File: src/rtl/encode42_stream.sv
// encode42_stream: streaming 4-to-2 one-hot encoder with 2-entry output buffer and saturating error count.
// Define ENC42_PRIORITY_EN to encode multi-hot words to their highest set bit instead of flagging them.
module encode42_stream #(
  parameter int ERR_CNT_W = 8
) (
  input  logic                 clk,
  input  logic                 rst_n,
  input  logic                 in_valid,
  output logic                 in_ready,
  input  logic [3:0]           in,
  output logic                 out_valid,
  input  logic                 out_ready,
  output logic [1:0]           out,
  output logic                 out_err,
  input  logic                 clr_err,
  output logic [ERR_CNT_W-1:0] err_count
);
  typedef enum logic [1:0] {EMPTY, ONE, FULL} state_t;
  state_t r_state, w_next;
  logic [2:0] r_head, r_tail, w_enc;
  logic [ERR_CNT_W-1:0] r_cnt;
  logic w_push, w_pop, w_bad;
  // Entries are {index, err}
  always_comb begin
`ifdef ENC42_PRIORITY_EN
    w_enc = in[3] ? 3'b110 : in[2] ? 3'b100 : in[1] ? 3'b010 : in[0] ? 3'b000 : 3'b001;
`else
    w_enc = in == 4'b0001 ? 3'b000 : in == 4'b0010 ? 3'b010 :
            in == 4'b0100 ? 3'b100 : in == 4'b1000 ? 3'b110 : 3'b001;
`endif
  end
  assign w_push = in_valid && in_ready;
  assign w_pop  = out_valid && out_ready;
  assign w_bad  = w_push && w_enc[0];
  always_ff @(posedge clk or negedge rst_n) begin
    if (!rst_n) r_state <= EMPTY;
    else        r_state <= w_next;
  end
  always_comb begin
    w_next = r_state == EMPTY ? (w_push ? ONE : EMPTY) :
             r_state == ONE   ? (w_push == w_pop ? ONE : w_push ? FULL : EMPTY) :
                                (w_pop ? ONE : FULL);
  end
  always_comb begin
    in_ready  = r_state != FULL;
    out_valid = r_state != EMPTY;
    out       = r_head[2:1];
    out_err   = r_head[0];
    err_count = r_cnt;
  end
  // The head keeps the last popped entry while empty, so out holds its value
  always_ff @(posedge clk or negedge rst_n) begin
    if (!rst_n) begin
      r_head <= '0;
      r_tail <= '0;
    end else begin
      if (w_push && (r_state == EMPTY || (r_state == ONE && w_pop))) r_head <= w_enc;
      else if (w_pop && r_state == FULL) r_head <= r_tail;
      if (w_push && r_state == ONE && !w_pop) r_tail <= w_enc;
    end
  end
  always_ff @(posedge clk or negedge rst_n) begin
    if (!rst_n)                   r_cnt <= '0;
    else if (clr_err)             r_cnt <= ERR_CNT_W'(w_bad);
    else if (w_bad && r_cnt != '1) r_cnt <= r_cnt + ERR_CNT_W'(1);
  end
endmodule
File: config.mk
export PLATFORM = sky130hd
export DESIGN_NAME = encode42_stream
export DESIGN_NICKNAME = d
export VERILOG_FILES = /design/src/rtl/encode42_stream.sv
export SDC_FILE = /design/constraint.sdc
export NUM_CORES = 1
export LEC_CHECK = 0
export BUFFER_PORTS_ARGS = -buffer_cell sky130_fd_sc_hd__buf_2
export CORE_MARGIN = 2
export CORE_UTILIZATION = 50
export CTS_CLUSTER_SIZE = 40
export DETAILED_ROUTE_END_ITERATION = 6
export GPL_ROUTABILITY_DRIVEN = 0
export MAX_ROUTING_LAYER = met4
export PLACE_DENSITY = 0.86
export SLEW_MARGIN = 20
export SYNTH_ARGS = -nofsm -noshare
export SYNTH_HDL_FRONTEND = slang
export SYNTH_SLANG_ARGS = --single-unit
export TNS_END_PERCENT = 5
File: constraint.sdc
create_clock -name clk -period 3.9 [get_ports clk]
set_input_delay 0.195 -clock clk [delete_from_list [all_inputs] [get_ports clk]]
set_output_delay 0.195 -clock clk [all_outputs]
set_load 0.02 [all_outputs]
==> results of run 1 <==
## worst register-to-register path: cells and delay by family, from the launching register on
| kind | cells | cell delay [ns] |
|---|---|---|
| and+or+nand+nor | 4 | 0.89 |
| buffers and inverters | 2 | 0.19 |
| DFF | 1 | 0.41 |
| AOI/OAI and AO/OA | 1 | 0.16 |
## through the flow
stage	std cells	utilization
3_3_place_gp	140	0.604
4_1_cts	144	0.623
6_report	144	0.623
2_1_floorplan	96	-
5_1_grt	144	0.623
3_5_place_dp	140	0.604
## final cells by class
class	instances	area share
tap	25	0.0288
multi-input combinational	75	0.466
clock buffer	3	0.0207
inverter	3	0.0104
sequential	16	0.368
timing repair buffer	22	0.106
## power groups by stage
stage               registers (mW)  clock network, mW  logic, mW
floorplan                    0.263                  0      0.135
global placement             0.242                  0      0.208
detailed placement           0.246                  0      0.213
CTS                          0.243             0.0877      0.214
global route                 0.249             0.0943      0.238
finish                       0.244             0.0827      0.213
## placed cells by master, fill, tap and decap left out, types with 2 or more instances in the layout
cell,count
nand3_1,5
clkbuf_4,3
nor3_1,4
o31ai_1,3
nand2b_1,2
buf_2,21
o21ai_0,2
or4_1,4
a32oi_1,2
nand4_1,2
dfrtp_1,16
ha_1,2
inv_1,2
mux2_2,3
nor4b_1,2
a21oi_1,8
mux2i_1,2
nor2_1,5
nand2_1,11
xnor2_1,2
## cell families after synthesis
family | after synthesis
and+or+nand+nor | 45
AOI/OAI and AO/OA | 20
DFF | 16
muxes | 6
buffers and inverters | 5
xor gates and xnor gates | 2
adders and majority gates | 2
## worst paths after layout
path	depth (start not counted)	endpoint	from
min in group asynchronous	2	err_count[5]	rst_n
max in group asynchronous	2	r_tail[0]	rst_n
max	7	err_count[7]	r_state[1]
min	2	err_count[5]	clr_err
max reg2reg	7	err_count[7]	r_state[1]
min reg2reg	2	r_head[2]	r_head[2]
## metal layers
layer	part of all wire	wire, um
met5	0	0
met4	0.012	23
met3	0.044	83
met2	0.51	956
met1	0.44	823
## sequential cells by signal, summed over array words and instances, names as in the netlist
name       count
r_tail         3
err_count      8
r_state        2
r_head         3
## cells in the mapped netlist, types with 2 or more instances
master | number | share of area
nand3_1 | 5 | 0.027
a32oi_1 | 2 | 0.019
or4_1 | 4 | 0.032
inv_1 | 2 | 0.0080
mux2i_1 | 2 | 0.021
nand2_1 | 11 | 0.044
xnor2_1 | 2 | 0.019
nand4_1 | 2 | 0.013
nor2_1 | 5 | 0.020
dfrtp_1 | 16 | 0.43
nor4b_1 | 2 | 0.019
o21ai_0 | 2 | 0.011
ha_1 | 2 | 0.027
mux2_2 | 3 | 0.036
nor3_1 | 4 | 0.021
nand2b_1 | 2 | 0.013
o31ai_1 | 3 | 0.024
a21oi_1 | 8 | 0.043
## repair_timing
item,in CTS,in global routing
setup endpoints to repair,0,0
endpoints found under the hold margin,16,0
hold buffers,1,0
==> impl_metrics.py, run 1 <==
metrics = {
    "power_and_ir_drop": {
        "p_comb_frac": 0.394,
        "total_switching_power_mw": 0.206,
        "internal_pwr_total_mw": 0.333,
        "total_power_mw": 0.539,
        "power_switching_share": 0.382,
        "power_leakage_nw": 0.489,
        "power.ir.vdd_worst_mv": 0.300,
        "power_density_normalized_to_cell_area_nw_per_um2": 496,
        "p_clk_frac": 0.153,
        "sequential_group_share_of_total_power": 0.452,
    },
    "clock_tree": {
        "cts_max_path_buffers": 2,
        "ctsRootBufferMaster": "clkbuf_4",
        "post_cts_setup_buffer_count": 0,
        "cts_buffers": 3,
        "clkTransAtPathRegs_ns": 0.08,
        "htreeDepth": 1,
        "cts_tree": "done",
        "clk_latency_ns": 0.28,
        "clock_sinks": 16,
        "cts_resized": 0,
    },
    "floorplanning": {
        "io_pins": 22,
        "fp.dieArea_um2": 2230,
        "start_util": 0.535,
        "core_area_um2": 1750,
        "die_y_um": 47.2,
        "placement_rows": 15,
        "die_w_um": 47.2,
    },
    "timing": {
        "period_minus_slack_ns": 1.71,
        "timing.final.hold_violations": 0,
        "slew_headroom": 0.716,
        "highest_clock_frequency_the_design_can_meet_ghz": 0.584,
        "finClkSkew_ns": 0.00179,
        "holdWs_ns": 0.178,
        "final.period_utilization": 0.439,
        "unrepaired_setup_endpoints_after_global_routing": "no",
        "tightest_slew_ns": 0.424,
        "totalNegativeSetupSlack_ns": 0,
        "timing_max_transition_violations_final": 0,
        "setup_viol_count_final": 0,
        "final.setup.worst_slack_ns": 2.19,
    },
    "global_route": {
        "grt_busiest_layer": "met2",
        "grt_use_met3": 0.0346,
        "grt_pass1_vias": 811,
        "global_route.usage.met1": 0.229,
        "grt_first_pass_wirelength_um": 3270,
        "overflow": 0,
        "grt.met2_usage": 0.397,
        "antenna_found_initial": 0,
        "global_route.usage.total": 0.217,
        "grt_start_max_net_pins": 17,
    },
    "synthesis": {
        "synth.lib_cells_used.distinct": 37,
        "synth_area_in_compound_gates": 0.143,
        "synth_top_family_by_area": "simple AND/OR/NAND/NOR gates",
        "postSynthNetCount": 107,
        "synth_simple_gate_area_frac": 0.284,
        "post_synth_xor_area_fraction": 0.0188,
        "syn-instance-count": 96,
        "ys_seq_area_frac": 0.429,
        "synth-edff-count": 0,
        "muxShareOfSynthArea": 0.0697,
        "synth_fa_ha_area_frac": 0.0268,
        "synth_warnings": 0,
        "postSynth.asyncResetShare": 1.00,
        "synth_flop_cell": "dfrtp_1",
        "ys_seq_elements": 16,
        "synthesis.area_per_instance_um2": 9.72,
        "post_synth_instance_area_um2": 933,
    },
    "final_layout": {
        "fraction_of_layout_cells_with_a_size_suffix_above_1": 0.311,
        "fillerInstances": 159,
        "design.final.nets": 132,
        "antennaDiodeCount": 0,
        "final-seq-area_um2": 400,
        "multiInputGateArea_um2": 507,
        "area_growth_syn_to_layout_pct": 16.5,
        "final_design_area_no_fill_um2": 1090,
    },
    "worst_setup_path": {
        "crit_arrival_ns": 1.92,
        "timing.critical_path.to_type": "flip-flop",
        "critPathMaxFanout": 10,
        "start_kind": "flip-flop",
        "required_ns": 4.11,
        "timing.setup.critical_path_class": "flip-flop to flip-flop",
        "path_buf_inv": 2,
        "r2r_setup_slack_ns": 2.19,
        "critical-path-slowest-cell": "or4_1",
        "critical_path.cell_chain": "inv_1 > nor2_2 > inv_2 > and2_4 > nand3_2 > or4_1 > a21oi_1",
        "worst_path_dominant_cell_family": "simple AND/OR/NAND/NOR gates",
        "timing.critical_path.slowest_cell_delay_ns": 0.51,
    },
    "detailed_routing": {
        "avgViaCountPerCell": 5.89,
        "detail_route.wl_per_cell_um": 13.1,
        "drt_antenna_net_count": 0,
        "detail_route.wirelength_um": 1890,
        "drt-pass1-iter-count": 4,
        "drt_iter0_markers": 11,
        "num_vias": 848,
        "route.detailed.drc": 0,
    },
    "run_status": {
        "status": "complete, no violations",
    },
    "placed_design": {
        "placement.io_buffers": 21,
        "dpl_worst_slack_ns": 2.21,
        "post_dp_cell_area_um2": 1050,
        "hpwl_um": 1430,
    },
    "flow_run": {
        "maxCapViolations": 0,
    },
    "min_path": {
        "hold_path.class": "input port to flip-flop",
    },
}
Power figures use the tool's default switching activity.
==> run 2: changes to the inputs <==
Settings changed: CORE_UTILIZATION 50 to 46, PLACE_DENSITY 0.86 to 0.84.
Clock period 3.9 ns to 1.47 ns, I/O delays scaled along.
==> impl_metrics.py, run 2 (synthesized netlist as in run 1, its figures left out) <==
metrics = {
    "final_layout": {
        "final_design_area_no_fill_um2": 1330,
        "layoutNonFillerInstCount": 168,
        "area_growth_syn_to_layout_pct": 42.8,
        "layout.cells.most_common_list": "buf_2, buf_4, dfrtp_1",
        "fraction_of_layout_cells_with_a_size_suffix_above_1": 0.553,
        "flip_flop_count_of_the_largest_register_all_copies_and_words_added": 8,
        "finish.utilization": 0.686,
        "antennaDiodeCount": 0,
        "design.final.nets": 153,
    },
    "floorplanning": {
        "start_util": 0.481,
        "core_area_um2": 1940,
        "placement_rows": 16,
        "die_y_um": 49.0,
        "io_pins": 22,
        "die_w_um": 49.0,
        "fp.dieArea_um2": 2410,
    },
    "clock_tree": {
        "clock_sinks": 16,
        "cts_max_path_buffers": 2,
        "clk_latency_ns": 0.30,
        "ctsRootBufferMaster": "clkbuf_4",
        "cts_tree": "done",
        "cts_buffers": 3,
        "htreeDepth": 1,
        "clkTransAtPathRegs_ns": 0.10,
    },
    "timing": {
        "slew_headroom": 0.720,
        "highest_clock_frequency_the_design_can_meet_ghz": 0.637,
        "timing.final.hold_violations": 0,
        "final.setup.worst_slack_ns": -0.100,
        "period_minus_slack_ns": 1.57,
        "setup_viol_count_final": 3,
        "timing_max_transition_violations_final": 0,
        "tightest_slew_ns": 0.414,
        "unrepaired_setup_endpoints_after_global_routing": "yes",
        "final.period_utilization": 1.07,
        "finClkSkew_ns": 0.00321,
    },
    "worst_setup_path": {
        "required_ns": 1.71,
        "critPathMostFrequentCell": "inv_2",
        "rr_endpoint": "err_count[7]",
        "r2r_setup_slack_ns": -0.10,
        "timing.setup.critical_path_class": "flip-flop to flip-flop",
        "timing.critical_path.slowest_cell_delay_ns": 0.50,
        "crit_arrival_ns": 1.81,
        "start_kind": "flip-flop",
        "critPathCapture": "err_count[7]",
        "critical-path-slowest-cell": "or4_4",
        "critPathMaxFanout": 8,
        "regToRegStartpoint": "r_state[1]",
        "cp-startpoint": "r_state[1]",
        "timing.critical_path.to_type": "flip-flop",
        "worstRegToRegCells": 7,
        "critical_path.cell_chain": "inv_2 > nor2_4 > inv_2 > and2_4 > nand3_4 > or4_4 > a21oi_2",
    },
    "power_and_ir_drop": {
        "power_leakage_nw": 0.603,
        "power.ir.vdd_worst_mv": 0.959,
        "power_density_normalized_to_cell_area_nw_per_um2": 1320,
    },
    "detailed_routing": {
        "num_vias": 950,
        "avgViaCountPerCell": 5.65,
        "detail_route.wl_per_cell_um": 15.1,
        "route.detailed.drc": 0,
        "detail_route.wirelength_um": 2540,
        "drt_antenna_net_count": 0,
        "drt-pass1-iter-count": 4,
        "drt_iter0_markers": 16,
    },
    "min_path": {
        "hold_path.class": "input port to flip-flop",
    },
    "run_status": {
        "failed_checks": "negative setup slack",
        "status": "complete, but fails checks",
    },
    "global_route": {
        "grt_first_pass_wirelength_um": 4260,
        "antenna_found_initial": 0,
        "global_route.usage.total": 0.239,
        "overflow": 0,
        "grt_start_max_net_pins": 17,
        "grt_pass1_vias": 1005,
    },
    "placed_design": {
        "numPlacedInstances": 158,
        "placement.io_buffers": 21,
        "hpwl_um": 1870,
        "post_dp_cell_area_um2": 1210,
        "dpl_worst_slack_ns": -0.0817,
    },
    "flow_run": {
        "maxCapViolations": 0,
    },
}
## run 2: timing repair
item / in CTS / in global routing
setup endpoints to repair: 4 / 8
hold buffers: 1 / 0
gates resized for setup: 1 / 9
setup buffers: 3 / 2
pin swaps: 5 / 4
endpoints found under the hold margin: 16 / 0
## run 2: worst max-delay path: cells and delay by family (launching register included)
family          cells  cell delay [ns]
simple gates        4             0.81
buf+inv             2             0.15
compound gates      1             0.14
flops               1             0.41
## run 2: cell type report
class,count,area [um2]
Fill cell,159,609
Multi-Input combinational cell,75,573
Sequential cell,16,405
Timing Repair Buffer,43,273
Clock buffer,4,36.3
Tap cell,27,33.8
Inverter,3,11.3
## run 2: report_power, final
part / internal, mW / switching (mW) / total [mW]
combinational: 0.388 / 0.418 / 0.806
sequential: 0.555 / 0.0896 / 0.645
clock: 0.151 / 0.160 / 0.311
total: 1.09 / 0.668 / 1.76
## run 2: worst min path at each step
stage,start,endpoint,cells past startpoint
2_1_floorplan,rst_n,err_count[0],0
3_3_place_gp,rst_n,err_count[5],1
3_5_place_dp,rst_n,err_count[5],1
4_1_cts,clr_err,err_count[5],2
5_1_grt,clr_err,err_count[4],2
6_report,clr_err,err_count[4],2
## run 2: stage by stage
| step | setup TNS, ns | power [mW] | hold slack, ns |
|---|---|---|---|
| 2_1_floorplan | -0.426 | 1.09 | -0.222 |
| 3_5_place_dp | -0.305 | 1.36 | 0.0144 |
| 4_1_cts | -0.169 | 1.70 | 0.0370 |
| 5_1_grt | -0.721 | 1.86 | 0.0809 |
| 3_3_place_gp | -0.0875 | 1.31 | 0.00251 |
| 6_report | -0.271 | 1.76 | 0.0634 |
## run 2: layer usage
layer / track usage / wire length [um]
met5: - / 0
met3: 0.0368 / 90
met4: 0.110 / 53
met1: 0.269 / 1040
met2: 0.416 / 1360
